[config.mk]
export PLATFORM = sky130hd
export DESIGN_NAME = ann_mem_arbiter
export DESIGN_NICKNAME = d
export VERILOG_FILES = /design/src/rtl/ann_mem_arbiter.sv
export SDC_FILE = /design/constraint.sdc
export NUM_CORES = 1
export LEC_CHECK = 0
export CAP_MARGIN = 40
export CORE_ASPECT_RATIO = 0.9
export CORE_MARGIN = 2
export CORE_UTILIZATION = 47
export CTS_BUF_LIST = sky130_fd_sc_hd__clkbuf_8
export DETAILED_ROUTE_END_ITERATION = 16
export PLACE_DENSITY = 0.88
export SETUP_SLACK_MARGIN = 0.5
export SYNTH_ARGS = -nofsm -noshare
export SYNTH_HDL_FRONTEND = slang
export SYNTH_SLANG_ARGS = --single-unit
[constraint.sdc]
create_clock -name clk -period 7.1 [get_ports clk]
set_input_delay 2.13 -clock clk [delete_from_list [all_inputs] [get_ports clk]]
set_output_delay 2.13 -clock clk [all_outputs]
set_load 0.03 [all_outputs]
[src/rtl/ann_mem_arbiter.sv]
// ann_mem_arbiter
// Two-port (host / NPU) arbiter in front of a single-port memory with a
// one-cycle read latency. Grants are combinational from the requests and the
// arbiter state. The winner's address/data go to the memory in the same cycle.
// Read data and error pulses return to the granted requester one cycle later.
//
// Handshake: a requester holds req/we/adr/wdata until it sees gnt high in a
// cycle; that cycle is the transfer. rvalid/err are one-cycle pulses in the
// following cycle. rdata holds until the next rvalid.
//
// Ports
//   clk, rst_n                  clock, async active-low reset
//   h_* / n_*                   host / NPU request side (req, we, adr, wdata,
//                               gnt, rvalid, rdata, err); n_lock asks to keep
//                               the grant across cycles
//   ram_mem_adr, ram_reg_adr,
//   ram_din, ram_we             memory command (address/data hold when idle)
//   ram_dout                    memory read data, valid one cycle after command
module ann_mem_arbiter #(
    parameter int WIDTH    = 21,
    parameter int MEMSEL_W = 6,
    parameter int REGSEL_W = 11,
    parameter int DEPTH    = 1024,
    parameter int MEM_ADDR = 0,
    parameter int MAX_LOCK = 16
) (
    input  logic                         clk,
    input  logic                         rst_n,
    input  logic                         h_req,
    input  logic                         h_we,
    input  logic [MEMSEL_W+REGSEL_W-1:0] h_adr,
    input  logic [WIDTH-1:0]             h_wdata,
    input  logic                         n_req,
    input  logic                         n_we,
    input  logic [MEMSEL_W+REGSEL_W-1:0] n_adr,
    input  logic [WIDTH-1:0]             n_wdata,
    input  logic                         n_lock,
    output logic                         h_gnt,
    output logic                         n_gnt,
    output logic                         h_rvalid,
    output logic                         n_rvalid,
    output logic [WIDTH-1:0]             h_rdata,
    output logic [WIDTH-1:0]             n_rdata,
    output logic                         h_err,
    output logic                         n_err,
    output logic [MEMSEL_W-1:0]          ram_mem_adr,
    output logic [REGSEL_W-1:0]          ram_reg_adr,
    output logic [WIDTH-1:0]             ram_din,
    output logic                         ram_we,
    input  logic [WIDTH-1:0]             ram_dout
);

    localparam int AW = MEMSEL_W + REGSEL_W;
    localparam int CW = $clog2(MAX_LOCK + 1);
    localparam logic [CW-1:0] CNT_MAX = CW'(MAX_LOCK);

    typedef enum logic {ST_RR, ST_LOCK} state_t;

    state_t          state;
    logic            last_npu;   // 1: NPU was granted last, 0: host
    logic [CW-1:0]   lock_cnt;
    logic            host_prio;  // host owed a grant after a MAX_LOCK exit
    logic [CW-1:0]   lock_cnt_nxt;

    logic [MEMSEL_W-1:0] mem_adr_q;
    logic [REGSEL_W-1:0] reg_adr_q;
    logic [WIDTH-1:0]    din_q;

    logic            h_from_ram, n_from_ram;  // rdata must come from ram_dout this cycle
    logic [WIDTH-1:0] h_rdata_q, n_rdata_q;

    logic            g_any, sel_we, in_range;
    logic [AW-1:0]   sel_adr;
    logic [WIDTH-1:0] sel_wdata;
    logic [MEMSEL_W-1:0] sel_memsel;
    logic [REGSEL_W-1:0] sel_regsel;

    // Grant decision. Reset forces both grants low.
    always_comb begin
        h_gnt = 1'b0;
        n_gnt = 1'b0;
        if (!rst_n) begin
            h_gnt = 1'b0;
            n_gnt = 1'b0;
        end else if (state == ST_LOCK) begin
            n_gnt = n_req;
        end else if (host_prio && h_req) begin
            h_gnt = 1'b1;
        end else if (h_req && n_req) begin
            h_gnt = last_npu;
            n_gnt = !last_npu;
        end else begin
            h_gnt = h_req;
            n_gnt = n_req;
        end
    end

    assign g_any      = h_gnt | n_gnt;
    assign sel_adr    = h_gnt ? h_adr   : n_adr;
    assign sel_wdata  = h_gnt ? h_wdata : n_wdata;
    assign sel_we     = h_gnt ? h_we    : n_we;
    assign sel_memsel = sel_adr[AW-1:REGSEL_W];
    assign sel_regsel = sel_adr[REGSEL_W-1:0];
    // Compare at 32 bits so DEPTH == 2**REGSEL_W does not wrap to zero.
    assign in_range   = (32'(sel_memsel) == 32'(MEM_ADDR)) &&
                        (32'(sel_regsel) < 32'(DEPTH));

    // Address/data follow the winner combinationally and hold when idle.
    assign ram_mem_adr = g_any ? sel_memsel : mem_adr_q;
    assign ram_reg_adr = g_any ? sel_regsel : reg_adr_q;
    assign ram_din     = g_any ? sel_wdata  : din_q;
    assign ram_we      = g_any & sel_we & in_range;

    assign h_rdata = h_from_ram ? ram_dout : h_rdata_q;
    assign n_rdata = n_from_ram ? ram_dout : n_rdata_q;

    assign lock_cnt_nxt = (n_gnt && lock_cnt < CNT_MAX) ? lock_cnt + 1'b1 : lock_cnt;

    always_ff @(posedge clk or negedge rst_n) begin
        if (!rst_n) begin
            state      <= ST_RR;
            last_npu   <= 1'b0;
            lock_cnt   <= '0;
            host_prio  <= 1'b0;
            mem_adr_q  <= '0;
            reg_adr_q  <= '0;
            din_q      <= '0;
            h_rvalid   <= 1'b0;
            n_rvalid   <= 1'b0;
            h_err      <= 1'b0;
            n_err      <= 1'b0;
            h_from_ram <= 1'b0;
            n_from_ram <= 1'b0;
            h_rdata_q  <= '0;
            n_rdata_q  <= '0;
        end else begin
            if (g_any) begin
                mem_adr_q <= sel_memsel;
                reg_adr_q <= sel_regsel;
                din_q     <= sel_wdata;
                last_npu  <= n_gnt;
            end

            host_prio <= 1'b0;
            case (state)
                ST_RR: begin
                    lock_cnt <= '0;
                    if (n_gnt && n_lock) begin
                        if (MAX_LOCK <= 1) begin
                            host_prio <= h_req;
                        end else begin
                            state    <= ST_LOCK;
                            lock_cnt <= CW'(1);
                        end
                    end
                end
                ST_LOCK: begin
                    if (!n_lock || !n_req || lock_cnt_nxt == CNT_MAX) begin
                        state     <= ST_RR;
                        lock_cnt  <= '0;
                        host_prio <= (lock_cnt_nxt == CNT_MAX) && h_req;
                    end else begin
                        lock_cnt <= lock_cnt_nxt;
                    end
                end
                default: begin
                    state    <= ST_RR;
                    lock_cnt <= '0;
                end
            endcase

            // Response pulses for accesses granted this cycle.
            h_rvalid   <= h_gnt & ~h_we;
            n_rvalid   <= n_gnt & ~n_we;
            h_err      <= h_gnt & ~in_range;
            n_err      <= n_gnt & ~in_range;
            h_from_ram <= h_gnt & ~h_we & in_range;
            n_from_ram <= n_gnt & ~n_we & in_range;

            // A new out-of-range read overrides capture of the previous read.
            if (h_gnt && !h_we && !in_range) h_rdata_q <= '0;
            else if (h_from_ram)             h_rdata_q <= ram_dout;
            if (n_gnt && !n_we && !in_range) n_rdata_q <= '0;
            else if (n_from_ram)             n_rdata_q <= ram_dout;
        end
    end

endmodule

# Yosys cells after proc, flatten, opt, wreduce, memory -nomap -nowiden
# Index checks and enable logic that the tools add are counted.
[totals] ramBits=0 register_bits=94 out_inout_bits=87 wordCells=78 rom_bits=0 latchBits=0 n_memories=0
[op_classes] bitwise=13 n_mul=0 n_reduce_logical=19 shift=0 n_addsub=1 order_cmp=2 n_mux=27 div=0 n_eq_ne=1
[op_table] op="$mux W21" n=6
[op_table] op="$mux W17" n=1
[op_table] op="$mux W1" n=14
[op_table] op="$lt A11 B11 Y1 const B" n=1
[op_table] op="$mux W11" n=1
[op_table] op="$logic_and A1 B1 Y1" n=10
[op_table] op="$mux W5" n=2
[op_table] op="$pmux W5 S2" n=1
[op_table] op="$and A1 B1 Y1" n=8
[op_table] op="$logic_not A1 Y1" n=6
[op_table] op="$logic_not A6 Y1" n=1
[op_table] op="$mux W6" n=1
[op_table] op="$add A5 B1 Y5 const B" n=1
[op_table] op="$eq A5 B5 Y1 const B" n=1
[op_table] op="$lt A5 B5 Y1 const B" n=1
[op_table] op="$not A1 Y1" n=4
[op_table] op="$logic_or A1 B1 Y1" n=2
[op_table] op="$pmux W1 S2" n=1
[op_table] op="$or A1 B1 Y1" n=1

# Depth between registers and ports, before layout
[logic_depth] word_depth=11 mapped_depth=6 mapped_depth_nobuf=5

# Worst setup path before layout
# Ideal clock, no wire load.
[synth_path] path_kind="input-to-output" startpoint="input port h_adr[14]" endpoint="output port ram_we" stages=4 t_arrival_ps=3884 slack_ps=1086 required_time_ps=4970 path_cell_list="or4_4 a2111oi_4 a21oi_1 nor3_1"
[synth_via] elab_chain_len=4
[synth_rtl] item="start: declaration" line="31" source="input logic [MEMSEL_W+REGSEL_W-1:0] h_adr,"
[synth_rtl] item="$mux W17" line="99" source="assign sel_adr = h_gnt ? h_adr : n_adr;"
[synth_rtl] item="$logic_not A6 Y1" line="105" source="assign in_range = (32'(sel_memsel) == 32'(MEM_ADDR)) &&"
[synth_rtl] item="$logic_and A1 B1 Y1" line="105"
[synth_rtl] item="$and A1 B1 Y1" line="112" source="assign ram_we = g_any & sel_we & in_range;"
[synth_rtl] item="end: declaration" line="49" source="output logic ram_we,"
# Every way passes these cells.

# Worst setup path after layout
[layout_path] startpoint="input port h_req" endpoint="output port ram_din[0]"
[layout_via] elab_chain_len=7 elab_cells_between_ends=13 classes_between="mux (10); bitwise (1); reduce/logical (2)"
[layout_rtl] item="start: declaration" line="29" source="input logic h_req,"
[layout_rtl] item="$logic_and A1 B1 Y1" line="89" source="end else if (h_req && n_req) begin"
[layout_rtl] item="$mux W1" line="89"
[layout_rtl] item="$mux W1" line="87" source="end else if (host_prio && h_req) begin"
[layout_rtl] item="$mux W1" line="85" source="end else if (state == ST_LOCK) begin"
[layout_rtl] item="$mux W1" line="82" source="if (!rst_n) begin"
[layout_rtl] item="$mux W21 or $or A1 B1 Y1 (tied branches)" line="100, 98"
[layout_rtl] item="$mux W21 *"
[layout_rtl] item="end: declaration" line="48" source="output logic [WIDTH-1:0] ram_din,"
# Every way passes the cells marked *; elsewhere a longest branch is shown, timed or not.

==> results.toml <==
[yosys]
synth_xor_area_frac = 0.00200
syn_nets = 484
synth_simple_gate_area_frac = 0.140
synth_seq_area_share = 0.538
synthCells = 379
yosysWarnings = 0
synth_top_family_by_area = "multiplexers"
synth-compound-area-share = 0.0855
ys_types = 41
yosys-mux-area-fraction = 0.202
syn-cell-area_sq_um = 4370
synthAdderAreaFrac = 0.00286
synth-seq-cells = 94
syn_avg_cell_area_sq_um = 11.5

[critical_path]
worst-path-max-fanout = 22
critPathArrivalTime_ps = 4350
crit_chain = "clkdlybuf4s50_1 -> nor2b_2 -> a21o_4 -> buf_12 -> mux2i_1 -> a21oi_1 -> clkdlybuf4s50_1"
required_ps = 4970
endpoint_kind = "primary output"
path_class = "primary input to primary output"
max_stage_delay_ps = 710
r2r_end = "n_rdata_q[18]"
start_kind = "primary input"
cp_num_cells = 7
r2r-start = "state"
rrSetupSlack_ps = 5040
worst_path_most_repeated_cell = "clkdlybuf4s50_1"
ff2ff_path_depth = 6
cp-startpoint = "h_req"
slowest_stage = "clkdlybuf4s50_1"
cpLargestDelayFamily = "buffers and inverters"
timing.critical_path.buf_inv = 3

[global_route]
globalRouteOverflowTotal = 0
grt_first_pass_wirelength_um = 18900
grt_pass1_vias = 3729
antenna_found_initial = 0
grt_max_degree = 59
groute.usage.overall = 0.242

[route]
wl_um = 11900
vias = 3598
final_antenna_net_count = 0
first_pass_iters = 5
met3_length_um = 993
wl_met2_um = 5780
drt_iter0_markers = 127
highest_layer = "met4"
wl_per_cell_um = 17.0
drt-met1-wl_um = 4900
drc_errors = 0
vias_per_cell = 5.15

[die]
core-area_sq_um = 9080
io-pin-count = 191
die_y_um = 95.5
initial_core_util = 0.482
fp-row-count = 33
fp.dieArea_sq_um = 10100
die_w_um = 106

[final_layout]
layout-drive-gt1-share = 0.142
antenna_cells = 0
multi_input_area_sq_um = 1920
nNetsFinal = 676
nFillCells = 662
area_growth_pct = 52.0
fin_area_sq_um = 6650
seq_area_sq_um = 2350

[hold_path]
min-delay-path-class = "flop to flop"
worstHoldStart = "mem_adr_q[4]"
holdPathEnd = "mem_adr_q[4]"
hold_path_depth = 2

[placement]
gp_congestion = 0.896
port_buffers = 190
dpl.hpwl_um = 8890
place_area_sq_um = 6460

[sta]
setup_violations = 0
fmaxAchievable_ghz = 0.154
setup_tns_ps = 0
timing.final.crit_period_ps = 6480
worstMarginPinSlew_ps = 714
final_max_slew_viol_count = 0
slew_headroom = 0.524
period_share = 0.913
timing_hold_violations_final = 0
skew_ps = 6.37
rsz0062_at_grt = "no"

[clock_tree]
h-tree-depth = 3
clock_latency_ps = 360
cts_sinks = 94
cts-root-buf = "clkbuf_8"
cts_buffer_depth = 2
path_clk_slew_ps = 90
cts_tree = "yes"
cts_hold_buf = 0
numCtsBuffers = 9

[flow_run]
maxCapViolCount = 0

[power]
power_density_nw_per_um2 = 200
vdd_drop_max_uv = 185
leakage_uw = 0.00316

[outcome]
status = "complete, no violations"
state kept, by name (all words and copies together) (netlist names), 5 cells and up:
| register | cells |
|---|---|
| mem_adr_q | 6 |
| din_q | 21 |
| h_rdata_q | 21 |
| n_rdata_q | 21 |
| reg_adr_q | 11 |
| lock_cnt | 5 |
through the flow:
| stage | hold slack (ps) | std cells | utilization | setup WS (ps) | power, uW |
|---|---|---|---|---|---|
| after floorplan | 462 | 379 | - | 1090 | 824 |
| after global placement | 476 | 680 | 0.708 | 417 | 1020 |
| after detailed placement | 491 | 682 | 0.711 | 400 | 1030 |
| after CTS | 514 | 698 | 0.730 | 513 | 1350 |
| after global routing | 556 | 698 | 0.732 | 496 | 1400 |
| final | 509 | 698 | 0.732 | 616 | 1330 |
cell families after synthesis:
family	after synthesis
xor+xnor	1
flops	94
simple gates	118
mux	83
buf+inv	25
compound gates	57
fa+ha+maj	1
worst min-delay path, cell delays in order (launching register included):
cell and delay (ps):
dfrtp_1 340, nand2_1 40, o21ai_0 90
what timing repair did:
item | 4_1_cts | 5_1_grt
gates resized for setup | 16 | 7
hold endpoints to repair | 0 | 0
setup endpoints to repair | 34 | 20
buffers inserted | 0 | 0
worst max path at each step:
| stage | end | slack (ps) |
|---|---|---|
| after CTS | ram_reg_adr[1] | 510 |
| after detailed placement | ram_mem_adr[2] | 400 |
| after global routing | ram_din[16] | 500 |
| final | ram_din[0] | 620 |
| after global placement | ram_mem_adr[2] | 420 |
| after floorplan | ram_we | 1090 |
power by group:
group | internal, uW | switching (uW) | leakage (uW)
registers | 586 | 17.3 | 0.00120
logic | 174 | 225 | 0.00186
clock network | 133 | 197 | 0.0000911
per-layer routing:
layer | vias to the layer above | global-route usage
li1 | 1695 | -
met1 | 1725 | 0.296
met2 | 157 | 0.406
met3 | 21 | 0.0793
met4 | 0 | 0.0855
met5 | - | 0
final cells by class:
cell class	count	area share
Multi-Input combinational cell	260	0.289
Sequential cell	94	0.354
Inverter	3	0.00169
Clock buffer	9	0.0186
Clock inverter	7	0.00884
Timing Repair Buffer	203	0.305
Tap cell	122	0.0230
cell usage after synthesis:
| master | instances | share of area |
|---|---|---|
| dfrtp_1 | 94 | 0.54 |
| nor2_1 | 47 | 0.040 |
| mux2_2 | 42 | 0.11 |
| a21oi_1 | 41 | 0.047 |
| mux2i_1 | 41 | 0.094 |
| nor2b_1 | 41 | 0.059 |
| clkbuf_1 | 10 | 0.0086 |
| nand2_1 | 7 | 0.0060 |
| nor3_1 | 6 | 0.0069 |
| buf_1 | 3 | 0.0026 |
| buf_2 | 3 | 0.0034 |
| buf_4 | 3 | 0.0051 |
| buf_6 | 3 | 0.0077 |
| inv_1 | 3 | 0.0026 |
| o21ai_0 | 3 | 0.0034 |
| a2111oi_4 | 2 | 0.013 |
| a211oi_1 | 2 | 0.0034 |
| a21o_1 | 2 | 0.0034 |
| nand3_1 | 2 | 0.0023 |
| nand4_1 | 2 | 0.0029 |
| or4_1 | 2 | 0.0034 |
| a2111oi_2 | 1 | 0.0034 |
| a211o_1 | 1 | 0.0020 |
| a21boi_1 | 1 | 0.0017 |
| a221o_1 | 1 | 0.0023 |
| and2_1 | 1 | 0.0014 |
| and3_1 | 1 | 0.0014 |
| and4b_1 | 1 | 0.0023 |
| ha_1 | 1 | 0.0029 |
| nand2_4 | 1 | 0.0026 |
| nand2b_1 | 1 | 0.0014 |
| nand3b_1 | 1 | 0.0017 |
| nor3b_1 | 1 | 0.0017 |
| nor4_1 | 1 | 0.0014 |
| o221a_2 | 1 | 0.0026 |
| o31a_1 | 1 | 0.0020 |
| o31ai_1 | 1 | 0.0017 |
| or2_1 | 1 | 0.0014 |
| or3_1 | 1 | 0.0014 |
| or4_4 | 1 | 0.0026 |
| xnor2_1 | 1 | 0.0020 |
cells in the final DEF (no fill, tap or decap), types with 3 or more instances in the layout:
master,count
a21oi_1,41
o21ai_0,3
nand2_1,7
clkdlybuf4s50_1,167
dlygate4sd2_1,15
a2111oi_4,3
clkbuf_8,9
mux2_2,42
mux2i_1,41
inv_1,4
buf_4,11
nor2b_1,40
dfrtp_1,94
nor2_1,47
nor3_1,5
dlymetal6s2s_1,6
Note: power is estimated with default switching activity, not from simulation.
